**config.mk**
```make
export PLATFORM = sky130hd
export DESIGN_NAME = bram_port_arbiter
export DESIGN_NICKNAME = d
export VERILOG_FILES = /design/src/rtl/bram_port_arbiter_pkg.sv /design/src/rtl/bram_port_arbiter_rr.sv /design/src/rtl/bram_port_arbiter.sv
export SDC_FILE = /design/constraint.sdc
export NUM_CORES = 1
export LEC_CHECK = 0
export CAP_MARGIN = 40
export CORE_ASPECT_RATIO = 0.5
export CORE_MARGIN = 4
export CORE_UTILIZATION = 29
export DETAILED_ROUTE_END_ITERATION = 8
export PLACE_DENSITY = 0.85
export SYNTH_ARGS = -nofsm -noshare
export SYNTH_HDL_FRONTEND = slang
export SYNTH_SLANG_ARGS = --single-unit
```
**constraint.sdc**
```tcl
create_clock -name clk -period 2.5 [get_ports clk]
set_input_delay 0.25 -clock clk [delete_from_list [all_inputs] [get_ports clk]]
set_output_delay 0.25 -clock clk [all_outputs]
set_load 0.01 [all_outputs]
```
**src/rtl/bram_port_arbiter_pkg.sv**
```systemverilog
// Shared types and the round-robin grant function for the BRAM port arbiter.
// rr_grant is combinational and sized for up to MAX_REQ requesters so other arbiters can reuse it.
package bram_port_arbiter_pkg;

  typedef enum logic [0:0] {
    ST_CLEAR = 1'b0,
    ST_RUN   = 1'b1
  } state_e;

  localparam int unsigned MAX_REQ = 4;
  localparam int unsigned PTR_W   = 2;

  // Scan from ptr upward, wrapping at n; the first valid index wins.
  function automatic logic [MAX_REQ-1:0] rr_grant(
    input logic [MAX_REQ-1:0] valid,
    input logic [PTR_W-1:0]   ptr,
    input int unsigned        n
  );
    logic [MAX_REQ-1:0] grant;
    logic               found;
    int unsigned        idx;
    grant = '0;
    found = 1'b0;
    for (int unsigned k = 0; k < MAX_REQ; k++) begin
      if (k < n) begin
        idx = 32'(ptr) + k;
        if (idx >= n) begin
          idx = idx - n;
        end
        if (!found && valid[idx[PTR_W-1:0]]) begin
          grant[idx[PTR_W-1:0]] = 1'b1;
          found                 = 1'b1;
        end
      end
    end
    return grant;
  endfunction

endpackage

```
**src/rtl/bram_port_arbiter_rr.sv**
```systemverilog
// Round-robin arbiter: combinational one-hot grant plus index, pointer advances past the winner.
// Zero latency from valid to grant; the pointer holds whenever nothing is granted or en_i is low.
module rr_arbiter
  import bram_port_arbiter_pkg::*;
#(
  parameter  int unsigned N  = 3,
  localparam int unsigned IW = $clog2(N)
) (
  input  logic          clk,
  input  logic          rst_n,
  input  logic [N-1:0]  valid_i,
  input  logic          en_i,
  output logic [N-1:0]  grant_o,
  output logic [IW-1:0] idx_o
);

  logic [IW-1:0]      ptr_q, ptr_d;
  logic [MAX_REQ-1:0] valid_ext;
  logic [PTR_W-1:0]   ptr_ext;

  always_comb begin
    valid_ext          = '0;
    valid_ext[N-1:0]   = valid_i;
    ptr_ext            = '0;
    ptr_ext[IW-1:0]    = ptr_q;
    grant_o            = N'(rr_grant(valid_ext, ptr_ext, N));
    idx_o              = '0;
    for (int unsigned i = 0; i < N; i++) begin
      if (grant_o[i]) begin
        idx_o = IW'(i);
      end
    end
    ptr_d = ptr_q;
    if (en_i && |grant_o) begin
      ptr_d = (idx_o == IW'(N-1)) ? '0 : idx_o + 1'b1;
    end
  end

  always_ff @(posedge clk or negedge rst_n) begin
    if (!rst_n) begin
      ptr_q <= '0;
    end else begin
      ptr_q <= ptr_d;
    end
  end

endmodule

```
**src/rtl/bram_port_arbiter.sv**
```systemverilog
// Shares one BRAM port among NREQ requesters with round-robin grants; zero-fills the RAM after reset.
// Grant is same-cycle, response strobe one cycle later; requests are held off (not dropped) while clearing.
module bram_port_arbiter
  import bram_port_arbiter_pkg::*;
#(
  parameter int unsigned WIDTH = 32,
  parameter int unsigned SCALE = 10,
  parameter int unsigned NREQ  = 3,
  parameter bit          CLEAR = 1'b1
) (
  input  logic                  clk,
  input  logic                  rst_n,
  input  logic [NREQ-1:0]       req_valid,
  input  logic [NREQ-1:0]       req_we,
  input  logic [NREQ*SCALE-1:0] req_addr,
  input  logic [NREQ*WIDTH-1:0] req_wdata,
  output logic [NREQ-1:0]       req_ready,
  output logic [NREQ-1:0]       rsp_valid,
  output logic [WIDTH-1:0]      rsp_rdata,
  output logic                  ram_oe,
  output logic                  ram_we,
  output logic [SCALE-1:0]      ram_addr,
  output logic [WIDTH-1:0]      ram_wdata,
  input  logic [WIDTH-1:0]      ram_rdata,
  output logic                  busy_clear
);

  localparam int unsigned IW = $clog2(NREQ);

  state_e           state_q, state_d;
  logic             busy_clear_q;
  logic [SCALE-1:0] clr_cnt_q, clr_cnt_d;
  logic [NREQ-1:0]  rsp_valid_q;
  logic [NREQ-1:0]  grant;
  logic [IW-1:0]    gidx;
  logic             run;

  assign run = (state_q == ST_RUN);

  rr_arbiter #(
    .N (NREQ)
  ) u_rr (
    .clk     (clk),
    .rst_n   (rst_n),
    .valid_i (req_valid & {NREQ{run}}),
    .en_i    (run),
    .grant_o (grant),
    .idx_o   (gidx)
  );

  always_comb begin
    state_d   = state_q;
    clr_cnt_d = clr_cnt_q;
    if (state_q == ST_CLEAR) begin
      clr_cnt_d = clr_cnt_q + 1'b1;
      if (clr_cnt_q == '1) begin
        state_d = ST_RUN;
      end
    end
  end

  always_ff @(posedge clk or negedge rst_n) begin
    if (!rst_n) begin
      state_q      <= CLEAR ? ST_CLEAR : ST_RUN;
      busy_clear_q <= CLEAR;
      clr_cnt_q    <= '0;
      rsp_valid_q  <= '0;
    end else begin
      state_q      <= state_d;
      busy_clear_q <= (state_d == ST_CLEAR);
      clr_cnt_q    <= clr_cnt_d;
      rsp_valid_q  <= grant;
    end
  end

  // The clear sequence owns the port outright; otherwise the granted requester drives it.
  always_comb begin
    ram_oe    = 1'b0;
    ram_we    = 1'b0;
    ram_addr  = '0;
    ram_wdata = '0;
    if (state_q == ST_CLEAR) begin
      ram_oe   = 1'b1;
      ram_we   = 1'b1;
      ram_addr = clr_cnt_q;
    end else if (|grant) begin
      ram_oe = 1'b1;
      for (int unsigned i = 0; i < NREQ; i++) begin
        if (gidx == IW'(i)) begin
          ram_we    = req_we[i];
          ram_addr  = req_addr[i*SCALE +: SCALE];
          ram_wdata = req_wdata[i*WIDTH +: WIDTH];
        end
      end
    end
  end

  assign req_ready  = grant;
  assign rsp_valid  = rsp_valid_q;
  assign rsp_rdata  = ram_rdata;
  assign busy_clear = busy_clear_q;

endmodule

```
; ---- Word-level counts from Yosys, hierarchy flattened
; Index checks and enable logic that the tools add are counted.
[totals]
register_bits = 17
latchBits = 0
ramBits = 0
mem_bits_ro = 0
in_bits = 166
out_inout_bits = 83
wordCells = 80
mem_count = 0
[op_classes]
n_addsub = 7
n_mul = 0
div_mod_pow = 0
magnitude_cmp = 9
n_eq_ne = 3
n_shift = 0
n_mux = 42
bitwise = 4
reduce_logical = 10
[ops]
columns = operator, count
row1 = $mux 32, 5
row2 = $mux 10, 5
row3 = $mux 1, 18
row4 = $add 10x1->10 const B, 1
row5 = $eq 10x10->1 const B, 1
row6 = $mux 2, 5
row7 = $lt 2x3->1 const B, 3
row8 = $mux 3, 3
row9 = $bmux 1 s2, 3
row10 = $demux 1 s2, 3
row11 = $ge 2x1->1 const B, 3
row12 = $ge 3x2->1 const B, 2
row13 = $logic_and 1x1->1, 6
row14 = $or 3x3->3, 2
row15 = $sub 2x2->2 const B, 3
row16 = $add 2x1->3 const B, 1
row17 = $add 2x2->3 const B, 1
row18 = $and 3x3->3, 1
row19 = $reduce_or 3->1, 1
row20 = $add 2x1->2 const B, 1
row21 = $eq 2x1->1 const B, 1
row22 = $eq 2x2->1 const B, 1
row23 = $ge 2x2->1 const B, 1
row24 = $logic_not 1->1, 2
row25 = 2 further kinds, 2

; ---- Logic depth before layout (Yosys ltp)
; Gate-level depths: netlist of the first run.
[logic_depth]
depth_word = 19
ltp_mapped = 13

; ---- Cells and area by module
; A second synthesis of the first run with hierarchy kept.
[hier_totals]
cells_unflattened = 323
area_unflattened_um2 = 2562.5
[by_module_without_submodules]
columns = mod, instances, cells_each, area_each_um2, seq_area_each_um2
row1 = bram_port_arbiter, 1, 272, 2159.6, 376.6
row2 = rr_arbiter, 1, 51, 402.9, 50.0

; ---- Worst setup path before layout of the first run
; No wires, ideal clock.
[synth_timing]
path_kind = register to output
from = register u_rr.ptr_q[0] (netlist: u_rr.ptr_ext[0])
to = output port ram_oe
arrival_time_ps = 2139
t_required_ps = 2250
setup_slack_ps = 111
path_stages_with_launch = 8
cell_sequence = dfrtp_1 > inv_1 > ha_1 > buf_2 > o311ai_2 > inv_2 > buf_4 > or4_1
[synth_between]
elab_chain_cells = 14
word_cells_on_any_way = 46
[synth_rtl]
columns = element, line_no
row1 = from (decl), bram_port_arbiter_rr.sv:17  ; logic [IW-1:0] ptr_q, ptr_d;
row2 = from (signal assigned), bram_port_arbiter_rr.sv:43  ; ptr_q <= ptr_d;
row3 = $add 2x1->3 (tied with other cells), bram_port_arbiter_pkg.sv:26  ; idx = 32'(ptr) + k;
row4 = $ge 3x2->1 (tied with other cells), bram_port_arbiter_pkg.sv:27  ; if (idx >= n) begin
row5 = $mux 2 (tied with other cells), bram_port_arbiter_pkg.sv:27
row6 = $lt 2x3->1 (not written as such) (tied with other cells), bram_port_arbiter_pkg.sv:31  ; grant[idx[PTR_W-1:0]] = 1'b1;
row7 = $logic_and 1x1->1 (not written as such) (tied with other cells), bram_port_arbiter_pkg.sv:31
row8 = $mux 1 (not written as such) (tied with other cells), bram_port_arbiter_pkg.sv:31
row9 = $demux 1 s2 (tied with other cells), -
row10 = $or 3x3->3 (no source line) or $mux 1 (tied branches), -
row11 = $mux 3 or $logic_not 1->1 (tied branches), bram_port_arbiter_pkg.sv:30  ; if (!found && valid[idx[PTR_W-1:0]]) begin
row12 = $or 3x3->3 (no source line) or $logic_and 1x1->1 (tied branches), -
row13 = $mux 3 (*), bram_port_arbiter_pkg.sv:30
row14 = $reduce_or 3->1 (*), bram_port_arbiter.sv:86  ; end else if (|grant) begin
row15 = $mux 1 (*), bram_port_arbiter.sv:86
row16 = $mux 1 (*), bram_port_arbiter.sv:82  ; if (state_q == ST_CLEAR) begin
row17 = to (decl), bram_port_arbiter.sv:20  ; output logic ram_oe,
; Every way passes the cells marked *; elsewhere a longest branch is shown, timed or not. The select of a mux whose other input is x is not followed.

; ---- Final worst setup path of the first run
[layout_timing]
from = register u_rr.ptr_q[1] (netlist: u_rr.ptr_ext[1])
to = output port ram_addr[3]
[layout_between]
elab_chain_cells = 19
word_cells_on_any_way = 54
[layout_rtl]
columns = element, line_no
row1 = $add 2x1->3 (tied with other cells), bram_port_arbiter_pkg.sv:26
row2 = $ge 3x2->1 (tied with other cells), bram_port_arbiter_pkg.sv:27
row3 = $mux 2 (tied with other cells), bram_port_arbiter_pkg.sv:27
row4 = $lt 2x3->1 (not written as such) (tied with other cells), bram_port_arbiter_pkg.sv:31
row5 = $logic_and 1x1->1 (not written as such) (tied with other cells), bram_port_arbiter_pkg.sv:31
row6 = $mux 1 (not written as such) (tied with other cells), bram_port_arbiter_pkg.sv:31
row7 = $demux 1 s2 (tied with other cells), -
row8 = $or 3x3->3 (no source line) or $mux 1 (tied branches), -
row9 = $mux 3 or $logic_not 1->1 (tied branches), bram_port_arbiter_pkg.sv:30
row10 = $or 3x3->3 (no source line) or $logic_and 1x1->1 (tied branches), -
row11 = $mux 3 (*), bram_port_arbiter_pkg.sv:30
row12 = $mux 1, bram_port_arbiter_rr.sv:29  ; if (grant_o[i]) begin
row13 = $mux 2, bram_port_arbiter_rr.sv:29
row14 = $logic_not 2->1, bram_port_arbiter.sv:89  ; if (gidx == IW'(i)) begin
row15 = $mux 10 (3 in a row), bram_port_arbiter.sv:89
row16 = $mux 10 (*), bram_port_arbiter.sv:86
row17 = $mux 10 (*), bram_port_arbiter.sv:82
row18 = to (decl), bram_port_arbiter.sv:22  ; output logic [SCALE-1:0] ram_addr,
; Marks and branches as above.

==> results.md, run 1 <==
* Worst path max stage delay at 0.46 ns
* Crit-path slowest cell: dfrtp_2
* Drt drc at 0
* WL/cell at 18.6 µm
* Design area at 0.00474 mm²
* Num rows at 22
* Cells after synthesis at 301
* Final Skew at 0.00277 ns
* Overall Power at 0.000892 W
* Routed Antenna Nets at 0
* Critical Path RT at 2.25 ns
* First-pass GRT wire length at 15,300 µm
* Clock latency on the worst-skew pair at 0.25 ns
* Leak Pwr at 1.80 nW
* Status: finished, violations left
* Clock sinks at 17
* All-Layer GR Usage at 19.6%
* Critical-path maximum fanout at 11
* Clock Path Buffers at 2
* Average size of a mapped cell at 7.86 µm²
* Max-slew violation count at 0
* Share of the synthesized area in the top cell type at 16.9%
* Yosys reg bits at 17
* Commonest non-fill, non-tap cell in the layout: clkdlybuf4s50_1
* Yosys warns at 0
* Antenna violations before repair at 0
* P per Cell Area at 188 mW/mm²
* Worst min-delay path class: in -> async
* Post-synthesis sequential area ratio at 18.0%
* HPWL after detailed placement at 8020 µm
* Die Area at 0.00975 mm²
* CP arrival at 2.53 ns
* Ranking of synthesized cells by area: dfrtp_1 17%, a21oi_2 15%, buf_4 11%, nand3_1 8.5%, mux2i_1 6.8%
* Crit end category: output pin
* Largest net degree at the start of global routing at 21
* Worst Setup Slack, final at -0.277 ns
* Dpl cell area at 0.00420 mm²
* CP cell instances: ha_4, nand4b_1, o22ai_2, mux2i_2, o21ai_4, buf_6, o21ai_4, buf_12, buf_4, o21ai_2, buf_2
* Vias per cell at 5.01
* Fin util at 62.2%
* Most used cell, CP: o21ai_4
* Io pins at 249
* Initial Util at 31.0%
* CTS tree: built
* Number of port buffers at 184
* Peak VDD IR at 0.219 mV
* Root buffer cell: clkbuf_16
* Min Tclk post-route at 2.78 ns
* Slew headroom at 47.9%
* Grt ovf at 0
* Area Growth Syn to Fin at 101%
* Maximum clock rate at 360 MHz
* Die width at 136 µm
* Cell taking the most area after synthesis: dfrtp_1
* Endpoints failing setup at 45
* Vias after detailed routing at 2,959
* # diodes at 0
* CTS Buf Count at 3
* GPL Wtd Cong at 0.881
* Post-Route WL at 11,000 µm
* Die Ht at 71.9 µm
* Share of cells above drive strength 1 at 42.0%
* Hold Fails Final Rpt at 0
* Library cells used by synthesis at 41
* H-tree Lvls at 1
* Post-Syn Nets at 472
* CP Class: reg -> out
* Period Utilization, post-route at 111%
* RSZ-0062 raised after global routing: yes
* Vias in the first global route at 2,923
* Failing checks: setup timing
* Cell Area, Synth at 0.00236 mm²
* Final net count at 655
* Critical Path Start Type: flop
* Most frequent cells in the layout: 137 x clkdlybuf4s50_1, 51 x a21oi_2, 44 x buf_2, 33 x nor2_1, 28 x buf_4
* Clock Pin Slew Worst Setup and Hold Paths at 0.05 ns
* Fillers at 613
* Max Cap Viol at 0
* Core Region at 0.00762 mm²
* Pre-antenna DRT Iters at 4
* Slew @ Worst Pin at 0.780 ns
* First-iteration detailed-routing DRC count at 85
-- synthesized netlist by cell type (all sizes together) --
cell type and count:
a21oi 67, a22oi 9, a31oi 1, and3 2
buf 50, clkbuf 6, dfrtp 16, dfstp 1
ha 5, inv 9, mux2 1, mux2i 16
nand2 5, nand2b 1, nand3 40, nand3b 1
nand4 1, nand4b 2, nor2 34, nor2b 2
nor3 1, o211ai 1, o21a 2, o21ai 14
o22ai 1, o311ai 1, o31ai 1, o32ai 1
or4 1, xnor2 8, xor2 1
-- critical path: cells and delay by family (launching register included) --
| family | cells | cell delay [ns] |
|---|---|---|
| flops | 1 | 0.46 |
| buf+inv | 4 | 0.56 |
| mux | 1 | 0.11 |
| simple gates | 1 | 0.15 |
| compound gates | 4 | 0.63 |
| fa+ha+maj | 1 | 0.35 |
-- flip-flops by register name, summed over array words and instances (netlist names) --
register / count
busy_clear: 1
clr_cnt_q: 10
rsp_valid: 3
run: 1
u_rr.ptr_ext: 2
-- per-stage QoR --
stage	std cells	worst slack [ns]	TNS (ns)	hold WS [ns]
6_report	591	-0.277	-8.42	0.457
5_1_grt	591	-0.357	-11.93	0.500
4_1_cts	587	-0.329	-10.60	0.474
3_5_place_dp	568	-0.468	-18.10	0.484
3_3_place_gp	568	-0.421	-15.80	0.475
2_1_floorplan	301	0.111	0	-0.0456
-- path summary, 6_finish.rpt --
check	startpoint	end	slack, ns	cells after the start
setup / recovery	u_rr.ptr_ext[1]	ram_addr[3]	-0.28	11
hold / removal	rst_n	rsp_valid[2]	0.46	1
max in group asynchronous	rst_n	u_rr.ptr_ext[1]	1.51	1
setup reg to reg	u_rr.ptr_ext[1]	u_rr.ptr_ext[0]	0.37	10
min in group clk	clr_cnt_q[0]	clr_cnt_q[0]	0.49	1
hold reg to reg	clr_cnt_q[0]	clr_cnt_q[0]	0.49	1
-- logic make-up after synthesis --
| group | count (synthesis) | share of synthesized area, % |
|---|---|---|
| multiplexers | 17 | 7.25 |
| AO/OA/AOI/OAI | 98 | 30.7 |
| AND/OR/NAND/NOR | 90 | 18.0 |
| flip-flops | 17 | 18.0 |
| XOR/XNOR | 9 | 3.33 |
| buffers and inverters | 65 | 19.9 |
| adder cells (fa/ha/maj) | 5 | 2.65 |
-- layer usage --
layer | global-route usage [%] | wire length [µm]
met1 | 22.3 | 4200
met5 | 0 | 0
met4 | 5.92 | 214
met3 | 5.33 | 694
met2 | 36.1 | 5860
-- where the power goes --
part | internal (W) | switching, W
Combinational | 0.000211 | 0.0000791
Sequential | 0.000277 | 0.00000191
Clock | 0.000217 | 0.000106
-- final cells by class --
type,count,area (µm²),share of cell area (%)
Inverter,9,41.3,0.871
Clock buffer,4,78.8,1.66
Timing Repair Buffer,234,2180,46.0
Multi-Input combinational cell,219,1880,39.6
Sequential cell,17,428,9.02
Tap cell,108,135,2.85
-- what timing repair did --
item                       in CTS  in global routing
setup endpoints to repair      47                 47
gates cloned                    2                  1
setup buffers                  13                 11
hold buffers                    0                  0
pin swaps                       3                 47
gates resized for setup       195                 99
Power figures use the tool's default switching activity.
==> run 2, diff against run 1 <==
PLACE_DENSITY = 0.86   (was 0.85)
clock period = 2.65 ns   (was 2.5 ns; I/O delays follow)
==> results.md, run 2 (synthesis gave the netlist of run 1 again) <==
* Antenna violations before repair at 0 (unchanged)
* Critical Path Start Type: flop
* Post-route insts no fill at 596 (+0.85%)
* Vias in the first global route at 3,265 (+12%)
* RSZ-0062 raised after global routing: yes
* CP arrival at 2.65 ns (+0.12 ns)
* Status: finished, violations left
* Number of port buffers at 184 (unchanged)
* Vias per cell at 5.45 (+8.9%)
* Period Utilization, post-route at 110%
* H-tree Lvls at 1 (unchanged)
* Initial Util at 31.0% (unchanged)
* P per Cell Area at 176 mW/mm² (-6.7%)
* Inst Count DP at 563 (-0.88%)
* Critical Path RT at 2.38 ns (+0.13 ns)
* Hold Fails Final Rpt at 0 (unchanged)
* Clock sinks at 17 (unchanged)
* CP Class: reg -> out
* Crit end category: output pin
* Post-Route WL at 13,300 µm (+21%)
* Pre-antenna DRT Iters at 5 (+1)
* Share of cells above drive strength 1 at 41.6% (-0.43 points)
* Max Cap Viol at 0 (unchanged)
* Root buffer cell: clkbuf_16
* Dpl cell area at 0.00417 mm² (-0.60%)
* Die Area at 0.00975 mm² (unchanged)
* Clock Pin Slew Worst Setup and Hold Paths at 0.05 ns (about the same)
* Final net count at 660 (+0.76%)
* Grt ovf at 0 (unchanged)
* Die width at 136 µm (unchanged)
* Max-slew violation count at 0 (unchanged)
* Min Tclk post-route at 2.92 ns
* Core Region at 0.00762 mm² (unchanged)
* Most frequent cells in the layout: 137 x clkdlybuf4s50_1, 51 x a21oi_2, 40 x buf_2, 34 x nor2_1, 22 x buf_4
* Hold-fix buffers, CTS at 0 (unchanged)
* WL/cell at 22.3 µm (+20%)
* Largest net degree at the start of global routing at 34 (+62%)
* Commonest non-fill, non-tap cell in the layout: clkdlybuf4s50_1
* Clock Path Buffers at 2 (unchanged)
* GPL Wtd Cong at 0.868 (-1.5%)
* Failing checks: setup timing
* Overall Power at 0.000841 W (-5.7%)
* CTS tree: built
* Leak Pwr at 1.85 nW (+2.6%)
* Slew headroom at 48.9% (+1.0 points)
* Largest register FFs at 10 (unchanged)
* Top reg by flops: clr_cnt_q
* Area Growth Syn to Fin at 103%
* Peak VDD IR at 0.220 mV (+0.51%)
* Num rows at 22 (unchanged)
* Worst Setup Slack, final at -0.269 ns (+0.00841 ns)
* Routed Antenna Nets at 0 (unchanged)
* First-pass GRT wire length at 19,200 µm (+25%)
* First-iteration detailed-routing DRC count at 352 (+310%)
* CTS Buf Count at 3 (unchanged)
* Io pins at 249 (unchanged)
* Worst min-delay path class: in -> async
* DP Worst Slack at -0.352 ns (+0.116 ns)
* Maximum clock rate at 343 MHz
* All-Layer GR Usage at 24.8% (+5.2 points)
* # diodes at 0 (unchanged)
* Critical-path maximum fanout at 7 (-4)
* Slew @ Worst Pin at 0.764 ns (-0.0155 ns)
* Design area at 0.00479 mm² (+1.0%)
* Die Ht at 71.9 µm (unchanged)
* Final Skew at 0.00221 ns (-0.000561 ns)
* Clock latency on the worst-skew pair at 0.25 ns (about the same)
* HPWL after detailed placement at 8220 µm (+2.5%)
* Drt drc at 0 (unchanged)
* Endpoints failing setup at 44 (-2.2%)
* Vias after detailed routing at 3,250 (+9.8%)
==> run 2: path summary, 6_finish.rpt <==
kind	start	endpoint	slack, ns	cells past startpoint
worst min-delay path	rst_n	rsp_valid[2]	0.47	1
worst max register to register	u_rr.ptr_ext[0]	u_rr.ptr_ext[1]	0.42	10
min in group clk	clr_cnt_q[4]	clr_cnt_q[4]	0.48	1
max in group asynchronous	rst_n	u_rr.ptr_ext[1]	1.65	1
worst max-delay path	u_rr.ptr_ext[0]	ram_wdata[28]	-0.27	12
worst min register to register	clr_cnt_q[4]	clr_cnt_q[4]	0.48	1
==> run 2: where the power goes <==
part           total (W)  internal (W)  switching (W)
clock           0.000300      0.000204      0.0000954
sequential      0.000263      0.000261     0.00000198
combinational   0.000278      0.000200      0.0000774
total           0.000841      0.000666       0.000175
==> run 2: timing repair <==
action / CTS / global route
gates cloned: 6 / 0
endpoints found under the setup margin: 47 / 46
buffers inserted: 21 / 3
resized for setup: 231 / 38
endpoints found under the hold margin: 0 / 0
pin swaps: 28 / 37
==> run 2: metrics by stage <==
step                hold slack, ns  util (%)  TNS [ns]
floorplan                  -0.0306         -         0
global placement             0.478      54.7     -8.52
detailed placement           0.477      54.7    -10.92
CTS                          0.488      62.7     -4.14
global route                 0.530      62.8     -9.20
finish                       0.470      62.8     -6.17
==> run 2: layout make-up <==
type / count / area (µm²)
fillers: 538 / 2840
repair buffers: 238 / 2330
multi-input cells: 220 / 1770
flip-flops and latches: 17 / 429
well taps: 108 / 135
clock buffers: 4 / 78.8
inverters: 9 / 43.8
==> run 2: layer usage <==
layer	part of all wire (%)	up-vias	GRT usage, %	routed length [µm]
met5	0	-	0	0
met4	3.4	0	7.60	448
met3	8.1	56	5.82	1080
met2	52	197	44.4	6870
met1	37	1586	29.6	4920
li1	-	1411	-	-
==> run 2: critical path, cell delays in order (launching register included) <==
cell and delay, ns:
dfrtp_2 0.41, inv_2 0.07, ha_4 0.31, nand4b_1 0.17, o22ai_2 0.24, mux2i_2 0.12
o21ai_4 0.25, buf_6 0.18, buf_16 0.13, buf_6 0.11, nand3_2 0.07, a21oi_2 0.19
buf_2 0.15
==> edit 1: new RTL, settings of run 1 <==
The parameter `NREQ` goes from 3 to 2.
--- a/src/rtl/bram_port_arbiter.sv
+++ b/src/rtl/bram_port_arbiter.sv
@@ -5,7 +5,7 @@
 #(
   parameter int unsigned WIDTH = 32,
   parameter int unsigned SCALE = 10,
-  parameter int unsigned NREQ  = 3,
+  parameter int unsigned NREQ  = 2,
   parameter bit          CLEAR = 1'b1
 ) (
   input  logic                  clk,
Interface: changed (6 resized); port bits go from 249 to 203. The function was not compared with the original's and may differ.
==> edit 1 against run 1 <==
- critical path type is now in -> out
- synthesized area fell by 34%
- cell area is 39% lower
- largest power group is now sequential cells
- worst setup slack gained 0.36 ns
- sequential share of layout area up 4.1 points
- maximum frequency is 15% higher
- power down 33%
- wire length down 44%
- sequential power is 13% lower
- highest routed layer unchanged
- sequential cell count decreased by 2
==> edit 1: results (changes against run 1) <==
| Metric | Value |
|---|---|
| Sequential share of cell area | `13.1% (+4.1 points)` |
| Max Fclk | `414 MHz (+15%)` |
| Reg2reg path depth | `5 (-5)` |
| Synth area leaders | `dfrtp_1, buf_4, nand2_1, a21oi_1, mux2i_1` |
| Slowest Stage Delay on Critical Path | `0.56 ns (+0.10 ns)` |
| Port Buffers | `138 (-25%)` |
| NonClk Buf Share | `51.8% (+5.8 points)` |
| Synth top cells by count | `nand2_1, buf_4, a21oi_1` |
| Worst-margin pin slew | `0.668 ns (-0.112 ns)` |
| Mux cell area share after synthesis | `7.73% (+0.48 points)` |
| Largest net degree at the start of global routing | `40 (+90%)` |
| Iteration-0 DRC Markers | `70 (-18%)` |
| Setup WS pre-CTS | `0.0648 ns (+0.533 ns)` |
| Post-Route WL | `6170 µm (-44%)` |
| Total design power | `599 µW (-33%)` |
| Fraction of area in multi-input gates | `28.7% (-11 points)` |
| PostCTS Resize Cnt | `0 (-100%)` |
| Post-CTS setup repair buffer count | `0 (-13)` |
| Post-synthesis adder-cell area fraction | `0.797% (-1.8 points)` |
| Clock skew | `0.00234 ns (-0.000432 ns)` |
| Comb_multi_in | `147 (-33%)` |
| Setup crit end | `ram_wdata[26]` |
| Cell count after synthesis | `221 (-27%)` |
| GR Layer Usage met1 | `19.1% (-3.2 points)` |
| Clk sinks | `15 (-2)` |
| CP max-delay cell | `clkdlybuf4s50_1` |
| CP Max Fanout | `27 (+16)` |
| Post-layout net count | `448 (-32%)` |
| Worst hold margin | `0.415 ns (-0.0426 ns)` |
| Status | `completed` |
| First-pass GRT wire length | `9380 µm (-39%)` |
| Via density | `4.77 (-4.8%)` |
| P_leak | `1.31 nW (-27%)` |
| Critical Path Source | `req_valid[0]` |
| Sequential group share of total power | `40.6% (+9.3 points)` |
| Syn nets | `344 (-27%)` |
| Share of layout cells above drive strength 1 | `5.86% (-36 points)` |
| Vias in the first global route | `2008 (-31%)` |
## edit 1: cell count changes after synthesis, moves of 4 or more
cell and change:
mux2i_1 -5, nand3_1 -37, a21oi_1 +6, a22oi_1 -9, ha_1 -4, a21oi_2 -40
inv_1 +4, nor2_1 -34, buf_6 -5, o22ai_1 +9, o21ai_1 -11, nand2_1 +62
## edit 1: critical path, delay by kind of cell
kind | cells | cell delay, ns
AO/OA/AOI/OAI | 2 | 0.46
AND/OR/NAND/NOR | 1 | 0.08
buffers and inverters | 4 | 1.37
## edit 1: logic make-up after synthesis
logic type / Yosys count
DFF: 15
buffers and inverters: 59
muxes: 12
and+or+nand+nor: 77
adders and majority gates: 1
xor gates and xnor gates: 9
AOI/OAI and AO/OA: 48
## edit 1: metal layers
metal | share of wire (%) | vias up
li1 | - | 899
met1 | 38 | 896
met2 | 55 | 67
met3 | 4.8 | 16
met4 | 1.7 | 0
met5 | 0 | -
==> edit 2: new RTL, flow settings as in run 1 <==
Without the edit above. Reset style: synchronous (`rst_n`), changed in 2 clocked blocks.
--- a/src/rtl/bram_port_arbiter_rr.sv
+++ b/src/rtl/bram_port_arbiter_rr.sv
@@ -36,7 +36,7 @@
     end
   end
 
-  always_ff @(posedge clk or negedge rst_n) begin
+  always_ff @(posedge clk) begin
     if (!rst_n) begin
       ptr_q <= '0;
     end else begin
--- a/src/rtl/bram_port_arbiter.sv
+++ b/src/rtl/bram_port_arbiter.sv
@@ -59,7 +59,7 @@
     end
   end
 
-  always_ff @(posedge clk or negedge rst_n) begin
+  always_ff @(posedge clk) begin
     if (!rst_n) begin
       state_q      <= CLEAR ? ST_CLEAR : ST_RUN;
       busy_clear_q <= CLEAR;
Formal check against the unedited RTL: differs if rst_n is asserted again (counterexample within 4 cycles, from zero or initial values and one cycle with rst_n low); with rst_n held inactive, the same outputs for 10 cycles.
==> edit 2 against run 1 <==
- the flow still finishes with violations (negative setup slack)
- worst setup slack gained 0.085 ns
- wire length increased by 3.6%
- power down 2.3%
- cell area is 4.5% lower
- sequential share of layout area down 1.4 points
- via count increased by 4.0%
- synthesized area shrank 8.3%
- worst hold slack gained 0.043 ns
- non-clock buffer count decreased by 14
- sequential cell count stayed put
- first-iteration DRC count rose by 72%
- count of clock-buffer cells in the layout is the same
- critical path depth shrank 1
==> edit 2: results (changes against run 1) <==
| Metric | Value |
|---|---|
| Status | `finished with violations` |
| Violated checks | `negative setup slack` |
| Post-layout net count | `664 (+1.4%)` |
| Final Util | `65.1% (+2.9 points)` |
| Post-synthesis adder-cell area fraction | `2.89% (+0.24 points)` |
| Slowest Stage Delay on Critical Path | `0.33 ns (-0.13 ns)` |
| Worst hold margin | `0.500 ns (+0.0426 ns)` |
| Dpl cells | `570 (+0.35%)` |
| Multi-input logic area | `1900 µm² (+0.93%)` |
| Sw Share | `20.3% (-0.68 points)` |
| TNS Setup | `-5.04 ns (+3.38 ns)` |
| Critical path depth in cells | `10 (-1)` |
| Register area share after synthesis | `15.7% (-2.3 points)` |
| Iteration-0 DRC Markers | `146 (+72%)` |
| Slack of the critical path | `-0.192 ns (+0.0847 ns)` |
| Slew HR | `68.7% (+21 points)` |
| Reg2reg path depth | `9 (-1)` |
| Sequential share of cell area | `7.62% (-1.4 points)` |
| CP max-delay cell | `dfxtp_2` |
| NonClk Buf Share | `45.5% (-0.42 points)` |
| Syn nets | `495 (+4.9%)` |
| Worst min path class | `in -> out` |
| Post-DP HPWL | `7940 µm (-1.1%)` |
| Total placed instance area | `4010 µm² (-4.4%)` |
| Setup violations, final | `44 (-2.2%)` |
| Placer Congestion | `0.864 (-2.0%)` |
| Fillcell total | `568 (-7.3%)` |
| First-pass GRT wire length | `15000 µm (-1.9%)` |
| Critical Path Source | `u_rr.ptr_ext[0]` |
| Post-synth top flop | `dfxtp_1` |
| CP Max Fanout | `6 (-5)` |
| Comb_multi_in | `244 (+11%)` |
| Mux cell area share after synthesis | `8.42% (+1.2 points)` |
| RR Endpoint | `u_rr.ptr_ext[1]` |
| Post-Route WL | `11400 µm (+3.6%)` |
| Setup WS pre-CTS | `-0.457 ns (+0.0115 ns)` |
| Post-synth cell types | `37 (-9.8%)` |
| Non-clk bufs | `220 (-6.0%)` |
| Vias in the first global route | `2888 (-1.2%)` |
| Vias | `3076 (+4.0%)` |
edit 2: changes by cell type after synthesis, sizes merged, moves of 9 or more:
cell	change
dfrtp	-16
dfxtp	+17
and2	+11
a21oi	+9
nor2b	+10
a22oi	-9
edit 2: metal layers:
layer	wire length, µm	global-route usage, %	up-vias	part of all wire, %
met5	0	0	-	0
met4	328	7.60	0	2.9
met3	652	3.94	38	5.7
met2	6000	37.3	128	53
met1	4390	23.8	1472	39
li1	-	-	1438	-
edit 2: repair_timing:
action	CTS	global route
gates cloned	1	6
hold buffers	0	0
setup buffers	2	3
setup endpoints to repair	47	47
pin swaps	6	43
gates resized for setup	105	195
edit 2: power by group through the flow:
stage	combinational (mW)	sequential (mW)	clock [mW]
3_5_place_dp	0.256	0.285	0
6_report	0.275	0.279	0.318
2_1_floorplan	0.0796	0.284	0
5_1_grt	0.288	0.279	0.338
3_3_place_gp	0.253	0.285	0
4_1_cts	0.258	0.279	0.317
